### config.mk
export PLATFORM = sky130hd
export DESIGN_NAME = fpga_clock_gate_ctrl
export DESIGN_NICKNAME = d
export VERILOG_FILES = /design/src/rtl/fpga_clock_gate_pkg.sv /design/src/rtl/fpga_clock_gate_wdog.sv /design/src/rtl/fpga_clock_gate_ctrl.sv
export SDC_FILE = /design/constraint.sdc
export NUM_CORES = 1
export LEC_CHECK = 0
export BUFFER_PORTS_ARGS = -buffer_cell sky130_fd_sc_hd__buf_2
export CAP_MARGIN = 20
export CORE_AREA = 3 3 111 113
export DETAILED_ROUTE_END_ITERATION = 10
export DIE_AREA = 0 0 114 116
export GPL_TIMING_DRIVEN = 0
export PLACE_DENSITY = 0.85
export RECOVER_POWER = 50
export SLEW_MARGIN = 30
export SYNTH_ARGS = -nofsm -noshare
export SYNTH_HDL_FRONTEND = slang
export SYNTH_SLANG_ARGS = --single-unit
### constraint.sdc
create_clock -name clock -period 4.1 [get_ports clock]
set_input_delay 0.41 -clock clock [delete_from_list [all_inputs] [get_ports clock]]
set_output_delay 0.41 -clock clock [all_outputs]
set_load 0.005 [all_outputs]
### src/rtl/fpga_clock_gate_pkg.sv
// Shared types and default widths for the FPGA DUT clock-gate enable controller.
// Latency: n/a (types only).
// Backpressure: n/a.
package fpga_clock_gate_pkg;

    localparam int unsigned DEF_CNT_W  = 64;
    localparam int unsigned DEF_STEP_W = 32;

    typedef enum logic [1:0] {
        ST_HALT = 2'd0,
        ST_RUN  = 2'd1,
        ST_STEP = 2'd2
    } cg_state_e;

endpackage

### src/rtl/fpga_clock_gate_wdog.sv
// Stall-timeout watchdog: flags a DUT clock held off by buf_stall for too long while not halted.
// Latency: trip is combinational in the cycle the count would reach all-ones; wdog_err registers on that edge.
// Backpressure: none; observes buf_stall only, error is sticky until reset.
module fpga_clock_gate_wdog #(
    parameter int unsigned WDOG_W = 24
) (
    input  logic clock,
    input  logic reset,
    input  logic active,
    input  logic buf_stall,
    output logic trip,
    output logic wdog_err
);

    // Count value one short of the all-ones limit; the cycle that would reach the limit trips.
    localparam logic [WDOG_W-1:0] WD_PRE_LIMIT = {{(WDOG_W-1){1'b1}}, 1'b0};

    logic [WDOG_W-1:0] wd_q, wd_d;
    logic              err_q, err_d;
    logic              stalled;

    // Consecutive stalled-while-active count; any clean cycle or a trip restarts it.
    always_comb begin
        stalled = active & buf_stall;
        trip    = stalled & (wd_q == WD_PRE_LIMIT);
        wd_d    = '0;
        if (stalled && !trip) begin
            wd_d = wd_q + 1'b1;
        end
        err_d   = err_q | trip;
    end

    // Counter and sticky error register.
    always_ff @(posedge clock) begin
        if (reset) begin
            wd_q  <= '0;
            err_q <= 1'b0;
        end else begin
            wd_q  <= wd_d;
            err_q <= err_d;
        end
    end

    assign wdog_err = err_q;

endmodule

### src/rtl/fpga_clock_gate_ctrl.sv
// Registered, glitch-free enable for the DUT clock gate E input; arbitrates host run/halt/step vs buf_stall.
// Latency: every input reaches clk_en through exactly one flop; cycle_cnt counts completed clk_en=1 cycles.
// Backpressure: buf_stall suppresses clk_en next cycle without changing state; optional stall watchdog via FPGA_CLOCK_GATE_WATCHDOG_EN.
module fpga_clock_gate_ctrl
    import fpga_clock_gate_pkg::*;
#(
    parameter int unsigned CNT_W        = DEF_CNT_W,
    parameter int unsigned STEP_W       = DEF_STEP_W,
    parameter bit          RUN_ON_RESET = 1'b0,
    parameter int unsigned WDOG_W       = 24
) (
    input  logic              clock,
    input  logic              reset,
    input  logic              host_run,
    input  logic              host_halt,
    input  logic              host_step_valid,
    output logic              host_step_ready,
    input  logic [STEP_W-1:0] host_step_cnt,
    input  logic              buf_stall,
    output logic              clk_en,
    output logic [1:0]        state,
    output logic              step_done,
    output logic [CNT_W-1:0]  cycle_cnt,
    output logic              wdog_err
);

    localparam cg_state_e RESET_STATE = RUN_ON_RESET ? ST_RUN : ST_HALT;

    cg_state_e          state_q, state_d, state_cmd;
    logic [STEP_W-1:0]  rem_q, rem_d, rem_cmd, rem_dec;
    logic               clk_en_q, clk_en_d;
    logic               last_q, last_d;
    logic               step_done_q, step_done_d;
    logic [CNT_W-1:0]   cycle_cnt_q, cycle_cnt_d;
    logic               zero_step;
    logic               step_acc;
    logic               run_ok;
    logic               wd_trip;

    // The watchdog counter needs at least two bits for a meaningful limit; nothing is built here.
    if (WDOG_W < 2) begin : g_wdog_w_too_small
    end

`ifdef FPGA_CLOCK_GATE_WATCHDOG_EN
    fpga_clock_gate_wdog #(
        .WDOG_W (WDOG_W)
    ) u_wdog (
        .clock     (clock),
        .reset     (reset),
        .active    (state_q != ST_HALT),
        .buf_stall (buf_stall),
        .trip      (wd_trip),
        .wdog_err  (wdog_err)
    );
`else
    assign wd_trip  = 1'b0;
    assign wdog_err = 1'b0;
`endif

    // Steps are only taken while halted; a tripped watchdog locks out new work until reset.
    assign host_step_ready = (state_q == ST_HALT) & ~wdog_err;
    assign step_acc        = host_step_valid & host_step_ready;
    assign run_ok          = host_run & ~wdog_err;

    // Command decode: pick the state being entered, priority host_halt > step accept > host_run.
    always_comb begin
        state_cmd = state_q;
        rem_cmd   = rem_q;
        zero_step = 1'b0;
        case (state_q)
            ST_HALT: begin
                if (!host_halt) begin
                    if (step_acc) begin
                        if (host_step_cnt == '0) begin
                            zero_step = 1'b1;
                        end else begin
                            state_cmd = ST_STEP;
                            rem_cmd   = host_step_cnt;
                        end
                    end else if (run_ok) begin
                        state_cmd = ST_RUN;
                    end
                end
            end
            ST_RUN: begin
                if (host_halt) begin
                    state_cmd = ST_HALT;
                end
            end
            ST_STEP: begin
                if (host_halt) begin
                    state_cmd = ST_HALT;
                    rem_cmd   = '0;
                end else if (run_ok) begin
                    state_cmd = ST_RUN;
                    rem_cmd   = '0;
                end
            end
            default: begin
                state_cmd = ST_HALT;
                rem_cmd   = '0;
            end
        endcase
    end

    // Edge grant, decided for the state being entered so commands and stalls reach clk_en in one flop.
    always_comb begin
        clk_en_d = 1'b0;
        rem_dec  = rem_cmd;
        last_d   = 1'b0;
        if (!wd_trip) begin
            if (state_cmd == ST_RUN) begin
                clk_en_d = ~buf_stall;
            end else if ((state_cmd == ST_STEP) && (rem_cmd != '0) && !buf_stall) begin
                clk_en_d = 1'b1;
                rem_dec  = rem_cmd - STEP_W'(1);
                last_d   = (rem_cmd == STEP_W'(1));
            end
        end
        // last_q marks the final stepped clk_en cycle, so done lands one cycle after it.
        step_done_d = zero_step | last_q;
        cycle_cnt_d = cycle_cnt_q + CNT_W'(clk_en_q);
    end

    // Next state: the final granted step edge and a watchdog trip both return to HALT.
    always_comb begin
        state_d = state_cmd;
        rem_d   = rem_dec;
        if (wd_trip) begin
            state_d = ST_HALT;
            rem_d   = '0;
        end else if (last_d) begin
            state_d = ST_HALT;
        end
    end

    // State, step counter, enable and accounting registers.
    always_ff @(posedge clock) begin
        if (reset) begin
            state_q     <= RESET_STATE;
            rem_q       <= '0;
            clk_en_q    <= 1'b0;
            last_q      <= 1'b0;
            step_done_q <= 1'b0;
            cycle_cnt_q <= '0;
        end else begin
            state_q     <= state_d;
            rem_q       <= rem_d;
            clk_en_q    <= clk_en_d;
            last_q      <= last_d;
            step_done_q <= step_done_d;
            cycle_cnt_q <= cycle_cnt_d;
        end
    end

    assign clk_en    = clk_en_q;
    assign state     = state_q;
    assign step_done = step_done_q;
    assign cycle_cnt = cycle_cnt_q;

endmodule

**After elaboration in Yosys (flattened, before gate mapping)**

Cells that the tools add are included.

- Bits in registers: 101
- Input bits: 38
- Output and inout bits: 70
- Word-level logic and storage cells: 46

- $add $sub $neg: 2
- Equal/unequal tests: 5
- Multiplexer cells: 23
- Bitwise gates (word level): 3
- Reductions and logical operators: 7

Operator list:

| cell | number |
|---|---|
| 32-bit two-way mux | 7 |
| 32-bit one-hot mux with 3 select lines | 1 |
| 64-bit by 1-bit adder with 64-bit output | 1 |
| 32-bit by 1-bit equality test with 1-bit output, second input constant | 1 |
| 32-bit logical NOT | 1 |
| 32-bit nonzero test | 1 |
| 32-bit by 1-bit subtractor with 32-bit output, second input constant | 1 |
| 2-bit two-way mux | 6 |
| 1-bit two-way mux | 8 |
| 2-bit one-hot mux with 3 select lines | 1 |
| 2-bit by 1-bit equality test with 1-bit output, second input constant | 2 |
| 2-bit equality test, second input constant | 2 |
| 1-bit logical AND | 2 |
| 2-bit logical NOT | 1 |
| 2-bit OR reduction | 1 |
| 1-bit AND | 1 |
| 1-bit logical NOT | 1 |
| 1-bit NOT | 1 |
| 1-bit OR | 1 |

**Longest topological paths before layout**

- Depth in word-level cells: 11
- Gate-level depth with buffers: 17
- Gate-level depth less buffers: 14

**Worst setup path before layout**

Ideal clock, no wire load.

- Path type: input -> register
- Start point: input host_step_cnt[20]
- End point: register rem_q[21]
- Setup time: 121 ps
- Data arrival time: 4,260 ps
- Required time: 3,979 ps
- Path slack: -281 ps
- Stages: 15
- Path buffers: 2
- Cells stage by stage: nor4_2 nand4_4 nor3_2 nor2_2 clkbuf_1 a22oi_1 ha_1 o221ai_1 or4_1 nand4bb_4 or4_4 and4_4 buf_6 nor2b_4 mux2_4

- Cells in the longest elaborated chain, start to end: 10
- Elaborated cells between the ends (all ways): 17
- Those cells by class: add/sub (1); eq/ne (2); mux (10); reduce/logical (4)

Ends and longest elaborated chain:

| item | RTL line | text |
|---|---|---|
| start, declared | fpga_clock_gate_ctrl.sv:18 | `input logic [STEP_W-1:0] host_step_cnt,` |
| branches (longest 9 deep; another with 32-bit by 1-bit subtractor with 32-bit output) | n/a |  |
| 32-bit two-way mux * | fpga_clock_gate_ctrl.sv:112 | `if (state_cmd == ST_RUN) begin` |
| end signal, assigned | fpga_clock_gate_ctrl.sv:148 | `rem_q <= rem_d;` |
| end, declared | fpga_clock_gate_ctrl.sv:30 | `logic [STEP_W-1:0] rem_q, rem_d, rem_cmd, rem_dec;` |

Every way passes the cells marked *.
A chain may end at the register's enable or synchronous reset.

**Worst setup path after layout**

- Start point: input host_step_cnt[0]
- End point: register rem_q[6]

Same word-level chain as after synthesis.

==> impl_metrics.env <==
export IMPL_status="finished, final reports clean"
export IMPL_min_from="buf_stall"
export IMPL_fillers=1019
export IMPL_cts_buffers=9
export IMPL_vias_per_cell=6.04
export IMPL_r2r_start="state[0]$_SDFF_PP0_"
export IMPL_leakage_nw=2.62
export IMPL_grt_overflow_total=0
export IMPL_cts_num_sinks=101
export IMPL_ctsHoldBuffers=0
export IMPL_rsz0062_at_grt="no"
export IMPL_die_y_um=116
export IMPL_crit_fanout=10
export IMPL_htreeDepth=3
export IMPL_synthCells=691
export IMPL_vias=5854
export IMPL_synth_cell_types=85
export IMPL_area_growth_pct=21.2
export IMPL_drt_initial_drc_count=514
export IMPL_cp_end_kind="flop"
export IMPL_clkSlewWorstSetupHoldPaths_ns=0.07
export IMPL_multi_input_area_um2=3640
export IMPL_post_route_min_period_ns=3.96
export IMPL_crit_type="input pin to flop"
export IMPL_layout_commonest_cell="nor2_1"
export IMPL_synth_ff_type="dfxtp_1"
export IMPL_drt_wl_total_mm=16.7
export IMPL_gr_usage_all_layers_pct=24.7
export IMPL_p_int_mw=1.71
export IMPL_pwr_share_clk_pct=39.1
export IMPL_crit_chain="buf_2 > nor2_1 > nand3_2 > nor3_4 > nor2_4 > buf_8 > a22oi_2 > ha_2 > o221ai_2 > or4_1 > nand4bb_4 > nor4_4 > buf_4 > a31oi_4 > buf_2 > a31oi_1 > nor3_1"
export IMPL_syn_area_um2=5770
export IMPL_grt_antenna_before_repair=0
export IMPL_maxCapViolations=0
export IMPL_cpMostUsedCell="buf_2"
export IMPL_final_hold_viol_count=0
export IMPL_yosysSeqAreaShare_pct=35.0
export IMPL_final_util_pct=61.3
export IMPL_fin_nets=865
export IMPL_p_per_area_nw_per_um2=340
export IMPL_min_path_type="input pin to flop"
export IMPL_timing_slew_headroom_pct=42.4
export IMPL_firstDrtPassIters=5
export IMPL_p_comb_share_pct=18.1
export IMPL_pwr_share_seq_pct=42.8
export IMPL_fp_dieW_um=114
export IMPL_start_util_pct=50.5
export IMPL_grt_max_degree=18
export IMPL_cp_num_buf_inv=4
export IMPL_grt_pass1_vias=5491
export IMPL_place_ws_ns=-1.19
export IMPL_setup_viol=0
export IMPL_synth_async_reset_ratio_pct=0
export IMPL_worstHoldEndpoint="clk_en$_SDFF_PP0_"
export IMPL_drive_gt1_share_pct=20.9
export IMPL_clock_latency_ns=0.35
export IMPL_gpl_final_weighted_congestion=0.978
export IMPL_final_setup_worst_slack_ns=0.137
export IMPL_fmax_ghz=0.252
export IMPL_wire_per_inst_um=17.2
export IMPL_p_sw_uw=667
export IMPL_crit_slowest_cell="or4_1"
export IMPL_dp_cells=940
export IMPL_cts_tree="built"
export IMPL_critical_path_max_stage_delay_ns=0.54
export IMPL_dp_hpwl_mm=12.1
export IMPL_r2r_cells=16
export IMPL_fin_cells=970
export IMPL_whs_ns=0.412
export IMPL_synth_warnings=0
export IMPL_swShare_pct=28.1
export IMPL_n_antenna_cell=0
export IMPL_path_delay_family="simple AND/OR/NAND/NOR gates"
export IMPL_final_cell_mix="nor2_1, dfxtp_1, buf_2, clkbuf_1, nand2_1"
export IMPL_io_buffer_count=106
export IMPL_seq_area_um2=2020
export IMPL_root_buffer="clkbuf_16"
export IMPL_ys_ff_latch=101
export IMPL_num_rows=39
export IMPL_antenna_left=0
export IMPL_report_final_slew_viol_count=0
export IMPL_period_share_pct=96.7
export IMPL_worstPathArrival_ns=4.16
export IMPL_cp_required_ns=4.30
export IMPL_drc=0
export IMPL_ir_drop_uv=253
export IMPL_worst_pin_slew_ns=0.852
export IMPL_r2r_end="rem_q[6]$_SDFF_PP0_"
export IMPL_die_area_um2=13200
export IMPL_num_io_pins=108
export IMPL_holdPathStages=4
export IMPL_coreArea_um2=11400
export IMPL_synth_area_per_cell_um2=8.35
export IMPL_skew_ns=0.00607
export IMPL_rrSetupSlack_ns=0.21
export IMPL_grt_first_pass_wirelength_mm=26.6
export IMPL_synth_edf_count=0
export IMPL_clock_path_buffers=2
export IMPL_syn_nets=734
export IMPL_start_kind="input pin"
[kinds of logic after synthesis]
group	count (synthesis)	share of synthesized area (%)
muxes	2	0.455
xor gates and xnor gates	56	8.50
buffers and inverters	41	4.49
other	1	0.0650
DFF	101	35.0
adders and majority gates	5	1.08
and+or+nand+nor	335	31.9
AOI/OAI and AO/OA	150	18.4
[Yosys cell counts, types with 14 or more instances]
| master | n | share of area (%) |
|---|---|---|
| nor2_1 | 105 | 6.8 |
| dfxtp_1 | 101 | 35 |
| nand2_1 | 55 | 3.6 |
| xor2_1 | 40 | 6.1 |
| a21oi_1 | 37 | 3.2 |
| nand3_1 | 35 | 3.0 |
| o21ai_0 | 25 | 2.2 |
| nor3_1 | 22 | 1.9 |
| nand4_1 | 17 | 1.8 |
| xnor2_1 | 16 | 2.4 |
| clkbuf_1 | 15 | 0.98 |
| and3_1 | 14 | 1.5 |
[per-layer routing]
metal / share of wire [%] / global-route usage [%] / wire length (µm)
met1: 41 / 30.7 / 6840
met2: 47 / 41.6 / 7780
met3: 8.6 / 5.22 / 1430
met4: 3.7 / 10.7 / 617
met5: 0 / 0 / 0
[worst register-to-register path, cell delays in order (launching register included)]
cell	delay, ns
dfxtp_1	0.33
buf_6	0.15
nor3b_4	0.24
a21oi_4	0.09
or2_4	0.32
buf_6	0.18
a22oi_2	0.15
ha_2	0.24
o221ai_2	0.09
or4_1	0.54
nand4bb_4	0.26
nor4_4	0.29
buf_4	0.19
a31oi_4	0.15
buf_2	0.24
a31oi_1	0.19
nor3_1	0.07
[final cells by class]
cell class	count	area share (%)
Buffer	27	2.68
Inverter	11	0.590
Multi-Input combinational cell	549	52.0
Sequential cell	101	28.9
Clock buffer	9	3.22
Clock inverter	7	1.41
Timing Repair Buffer	123	8.66
Tap cell	143	2.56
[timing repair]
item / CTS / global route
endpoints found under the setup margin: 33 / 18
setup buffers: 8 / 9
pin swaps: 9 / 9
gates resized for setup: 11 / 8
[worst max-delay path by stage]
stage                 startpoint              endpoint  cells after the start
2_1_floorplan  host_step_cnt[13]  rem_q[21]$_SDFF_PP0_                     15
3_3_place_gp    host_step_cnt[4]  rem_q[28]$_SDFF_PP0_                     17
3_5_place_dp    host_step_cnt[4]  rem_q[28]$_SDFF_PP0_                     17
4_1_cts        host_step_cnt[17]  rem_q[21]$_SDFF_PP0_                     16
5_1_grt        host_step_cnt[10]  rem_q[17]$_SDFF_PP0_                     18
6_report        host_step_cnt[0]   rem_q[6]$_SDFF_PP0_                     17
[state kept, by name, summed over array words and instances, names as in the netlist]
signal	flops
step_done	1
cycle_cnt	64
clk_en	1
last_q	1
state	2
rem_q	32
[through the flow]
| stage | TNS [ns] | total power, mW | cell area, µm² |
|---|---|---|---|
| 2_1_floorplan | 0 | 1.32 | 5840 |
| 3_3_place_gp | -29.12 | 1.42 | 6550 |
| 3_5_place_dp | -30.58 | 1.43 | 6550 |
| 4_1_cts | 0 | 2.35 | 6980 |
| 5_1_grt | 0 | 2.46 | 7000 |
| 6_report | 0 | 2.38 | 7000 |
[power groups by stage]
| stage | Combinational, mW | Sequential, mW | Clock [mW] |
|---|---|---|---|
| 2_1_floorplan | 0.281 | 1.04 | 0 |
| 3_3_place_gp | 0.385 | 1.04 | 0 |
| 3_5_place_dp | 0.390 | 1.04 | 0 |
| 4_1_cts | 0.402 | 1.02 | 0.933 |
| 5_1_grt | 0.463 | 1.02 | 0.978 |
| 6_report | 0.430 | 1.02 | 0.930 |
(Power assumes the default switching activity.)
